## config.mk

```make
export PLATFORM = sky130hd
export DESIGN_NAME = banco_wb_arbiter
export DESIGN_NICKNAME = d
export VERILOG_FILES = /design/src/rtl/banco_wb_arbiter.sv
export SDC_FILE = /design/constraint.sdc
export NUM_CORES = 1
export LEC_CHECK = 0
export ABC_AREA = 1
export CORE_MARGIN = 2
export CORE_UTILIZATION = 30
export DETAILED_ROUTE_END_ITERATION = 10
export HOLD_SLACK_MARGIN = 0.03
export PLACE_DENSITY = 0.66
export SYNTH_ARGS = -nofsm -noshare
export SYNTH_HDL_FRONTEND = slang
export SYNTH_SLANG_ARGS = --single-unit
```

## constraint.sdc

```tcl
create_clock -name clk -period 1.38 [get_ports clk]
set_input_delay 0.414 -clock clk [delete_from_list [all_inputs] [get_ports clk]]
set_output_delay 0.414 -clock clk [all_outputs]
set_load 0.1 [all_outputs]
```

## src/rtl/banco_wb_arbiter.sv

```systemverilog
// Round-robin write-back arbiter for the register bank write port (regC/dado/RW).
// Optional build macro ZERO_REG_EN makes register 0 read-only (granted, never written).
module banco_wb_arbiter #(
  parameter int NUM_REQ = 2,
  parameter int DATA_W  = 16,
  parameter int ADDR_W  = 4
) (
  input  logic                        clk,
  input  logic                        rst_n,
  input  logic                        hold,
  input  logic [NUM_REQ-1:0]          req_valid,
  input  logic [NUM_REQ*ADDR_W-1:0]   req_reg,
  input  logic [NUM_REQ*DATA_W-1:0]   req_data,
  output logic [NUM_REQ-1:0]          req_ready,
  output logic [ADDR_W-1:0]           regC,
  output logic [DATA_W-1:0]           dado,
  output logic                        RW,
  output logic [$clog2(NUM_REQ)-1:0]  grant_id,
  output logic [2**ADDR_W-1:0]        pend_mask
);

  localparam int ID_W = $clog2(NUM_REQ);

  logic [ID_W-1:0]   ptr_q, ptr_d;
  logic              rw_q, rw_d;
  logic [ADDR_W-1:0] regc_q, regc_d;
  logic [DATA_W-1:0] dado_q, dado_d;
  logic [ID_W-1:0]   grant_id_q, grant_id_d;

  logic [ADDR_W-1:0] reg_arr  [NUM_REQ];
  logic [DATA_W-1:0] data_arr [NUM_REQ];

  logic              grant_vld;
  logic [ID_W-1:0]   grant_idx;
  logic              grant_wr;
  int                scan_idx;

  for (genvar g = 0; g < NUM_REQ; g++) begin : g_unpack
    assign reg_arr[g]  = req_reg[g*ADDR_W +: ADDR_W];
    assign data_arr[g] = req_data[g*DATA_W +: DATA_W];
  end

  // Scan from the round-robin pointer; the first valid requester wins.
  always_comb begin
    grant_vld = 1'b0;
    grant_idx = '0;
    scan_idx  = 0;
    req_ready = '0;
    if (rst_n && !hold) begin
      for (int k = 0; k < NUM_REQ; k++) begin
        scan_idx = (int'(ptr_q) + k) % NUM_REQ;
        if (!grant_vld && req_valid[ID_W'(scan_idx)]) begin
          grant_vld = 1'b1;
          grant_idx = ID_W'(scan_idx);
        end
      end
      if (grant_vld) begin
        req_ready[grant_idx] = 1'b1;
      end
    end
  end

`ifdef ZERO_REG_EN
  assign grant_wr = (reg_arr[grant_idx] != '0);
`else
  assign grant_wr = 1'b1;
`endif

  always_comb begin
    ptr_d      = ptr_q;
    rw_d       = 1'b0;
    regc_d     = regc_q;
    dado_d     = dado_q;
    grant_id_d = grant_id_q;
    if (grant_vld) begin
      ptr_d = (grant_idx == ID_W'(NUM_REQ - 1)) ? '0 : grant_idx + 1'b1;
      if (grant_wr) begin
        rw_d       = 1'b1;
        regc_d     = reg_arr[grant_idx];
        dado_d     = data_arr[grant_idx];
        grant_id_d = grant_idx;
      end
    end
  end

  always_ff @(posedge clk or negedge rst_n) begin
    if (!rst_n) begin
      ptr_q      <= '0;
      rw_q       <= 1'b0;
      regc_q     <= '0;
      dado_q     <= '0;
      grant_id_q <= '0;
    end else begin
      ptr_q      <= ptr_d;
      rw_q       <= rw_d;
      regc_q     <= regc_d;
      dado_q     <= dado_d;
      grant_id_q <= grant_id_d;
    end
  end

  // Outstanding writes: anything requesting plus the write currently on the port.
  always_comb begin
    pend_mask = '0;
    if (rst_n) begin
      for (int i = 0; i < NUM_REQ; i++) begin
        if (req_valid[ID_W'(i)]) begin
          pend_mask[reg_arr[ID_W'(i)]] = 1'b1;
        end
      end
      if (rw_q) begin
        pend_mask[regc_q] = 1'b1;
      end
    end
`ifdef ZERO_REG_EN
    pend_mask[0] = 1'b0;
`endif
  end

  assign regC     = regc_q;
  assign dado     = dado_q;
  assign RW       = rw_q;
  assign grant_id = grant_id_q;

endmodule

```

==> results.json <==
{
  "io_pins": 85,
  "synthTopCellsByArea": "dfrtp_1, nand3_1, nand2_1, nor2_1, a21oi_1",
  "grt_overflow": 0,
  "remaining_drc_errors": 0,
  "worst_pin_slew_ns": 0.350,
  "synthXorXnorAreaFrac": 0,
  "area_growth_pct": 144,
  "fin_tns_setup_ns": -9.50,
  "synth_fa_ha_area_frac": 0,
  "yosys.area_share.simple": 0.469,
  "ys_ff_latch": 23,
  "fin_crit_sh": 1.40,
  "synth_top_area_frac": 0.396,
  "die_w_um": 73.6,
  "root_buffer": "clkbuf_8",
  "numCtsBuffers": 3,
  "grt_first_pass_wirelength_um": 8930,
  "hold_ws_ns": 0.105,
  "crit_arrival_ns": 1.52,
  "path_class": "reg -> out",
  "drt_iter0_markers": 69,
  "vias": 1938,
  "gp_congestion": 0.866,
  "seq_area_frac_synth": 0.396,
  "numClockSinks": 23,
  "crit_path_end_kind": "output port",
  "clkSlewWorstSetupHoldPaths_ns": 0.08,
  "clock_path_buffers": 2,
  "max-vdd-ir-drop_mv": 0.919,
  "drtAntennaViolNets": 0,
  "synth_area_sq_um": 1460,
  "vias_per_cell": 4.99,
  "yosysTopAreaCell": "dfrtp_1",
  "slew_violations": 0,
  "synth_compound_area_frac": 0.0413,
  "setup_viol": 23,
  "violations": "negative setup slack",
  "final_design_area_no_fill_sq_um": 3540,
  "finClkSkew_ns": 0.00403,
  "start_kind": "flop",
  "drive_gt1_frac": 0.488,
  "nets": 380,
  "dp.cells": 375,
  "drtPass1Iterations": 4,
  "synthCells": 221,
  "grt_pass1_vias": 1937,
  "die_area_sq_um": 5420,
  "dpl.hpwl_um": 4050,
  "syn_nets": 266,
  "grt.total_usage": 0.212,
  "max_slew_margin": 0.766,
  "core.rowCount": 25,
  "synth_cell_type_count": 12,
  "max_freq_mhz": 516,
  "final_cells": 388,
  "antenna_found_initial": 0,
  "required_ns": 0.97,
  "wirelength_um": 5530,
  "port_buffers": 83,
  "synth_mux_area_frac": 0,
  "grt_max_degree": 41,
  "min_period_ns": 1.94,
  "avgSynthCellArea_sq_um": 6.58,
  "p_per_area_nw_per_um2": 1310,
  "grt_setup_unrepaired": "true",
  "synth_top_family_by_area": "simple AND/OR/NAND/NOR gates",
  "final_util": 0.755,
  "initial_core_util": 0.310,
  "htreeDepth": 1,
  "maxCapViolations": 0,
  "yosysWarnings": 0,
  "p_total_mw": 4.63,
  "min_path_type": "in -> async",
  "n_antenna_cell": 0,
  "status": "finished, violations left",
  "insertion_delay_ns": 0.27,
  "cp_max_fo": 4,
  "core_sq_um": 4690,
  "fin_ws_ns": -0.557,
  "dpl_cell_area_sq_um": 3260,
  "avgRoutedWirePerCell_um": 14.2,
  "post-place-ws_ns": -0.851,
  "cts_tree": "yes",
  "cellLeakagePower_nw": 1.47,
  "hold_viol": 0,
  "die_h_um": 73.6
}
layer usage:
metal,GRT usage,wire length [um]
met1,0.243,2160
met2,0.360,2860
met3,0.0631,386
met4,0.0970,121
met5,0,0
state kept, by name, indices dropped and copies added (netlist names):
name / flops
RW: 1
grant_id: 1
dado: 16
regC: 4
ptr_q: 1
cell usage after synthesis, drive strengths merged:
library cell	n
dfrtp	23
inv	17
nand3	77
nor3	1
a21oi	12
nand2	41
nor2	36
buf	14
final timing paths:
check	depth (start not counted)	slack (ns)	from	to
min in group clk	5	0.54	hold	grant_id$_DFFE_PN0P_
max in group asynchronous	2	1.04	rst_n	regC[0]$_DFFE_PN0P_
worst max register to register	6	0.13	ptr_q$_DFFE_PN0P_	regC[0]$_DFFE_PN0P_
worst min register to register	2	0.55	dado[1]$_DFFE_PN0P_	dado[1]$_DFFE_PN0P_
worst min-delay path	2	0.11	rst_n	dado[5]$_DFFE_PN0P_
worst max-delay path	5	-0.56	regC[3]$_DFFE_PN0P_	pend_mask[4]
area by class of cell:
type | count | area [sq um]
clock inverter | 1 | 5.00
fill | 310 | 1150
timing repair buffer | 123 | 1640
multi-input combinational | 167 | 1110
sequential | 23 | 594
clock buffer | 3 | 41.3
inverter | 17 | 85.1
tap | 54 | 67.6
cells by family after synthesis:
| group | count (synthesis) |
|---|---|
| AND/OR/NAND/NOR | 155 |
| flip-flops | 23 |
| AO/OA/AOI/OAI | 12 |
| buffers and inverters | 31 |
worst max-delay path, stage by stage (launching register included):
cell	delay (ns)
dfrtp_4	0.51
buf_6	0.14
nor2_4	0.17
nand2_2	0.09
a21oi_4	0.15
buf_12	0.19
what timing repair did:
action                                  in CTS  in global routing
gates cloned                                 1                  1
endpoints found under the setup margin      46                 35
hold buffers                                 0                  0
pin swaps                                   12                 13
buffers inserted                             6                  5
resized for setup                           52                 41
cell usage in the layout, fill, tap and decap left out, drive strengths merged:
cell / synthesis / final
nand3: 77 / 77
clkdlybuf4s18: 0 / 1
clkdlybuf4s50: 0 / 36
clkbuf: 0 / 4
clkdlybuf4s15: 0 / 2
nand2: 41 / 41
clkinv: 0 / 1
dfrtp: 23 / 23
buf: 14 / 83
inv: 17 / 17
a21oi: 12 / 12
nor2: 36 / 36
nor3: 1 / 1
power by group:
part	switching, mW	internal [mW]	leakage [nW]
Sequential	0.239	0.864	0.278
Clock	0.225	0.202	0.0255
Combinational	1.91	1.18	1.17
Power figures use the tool's default switching activity.
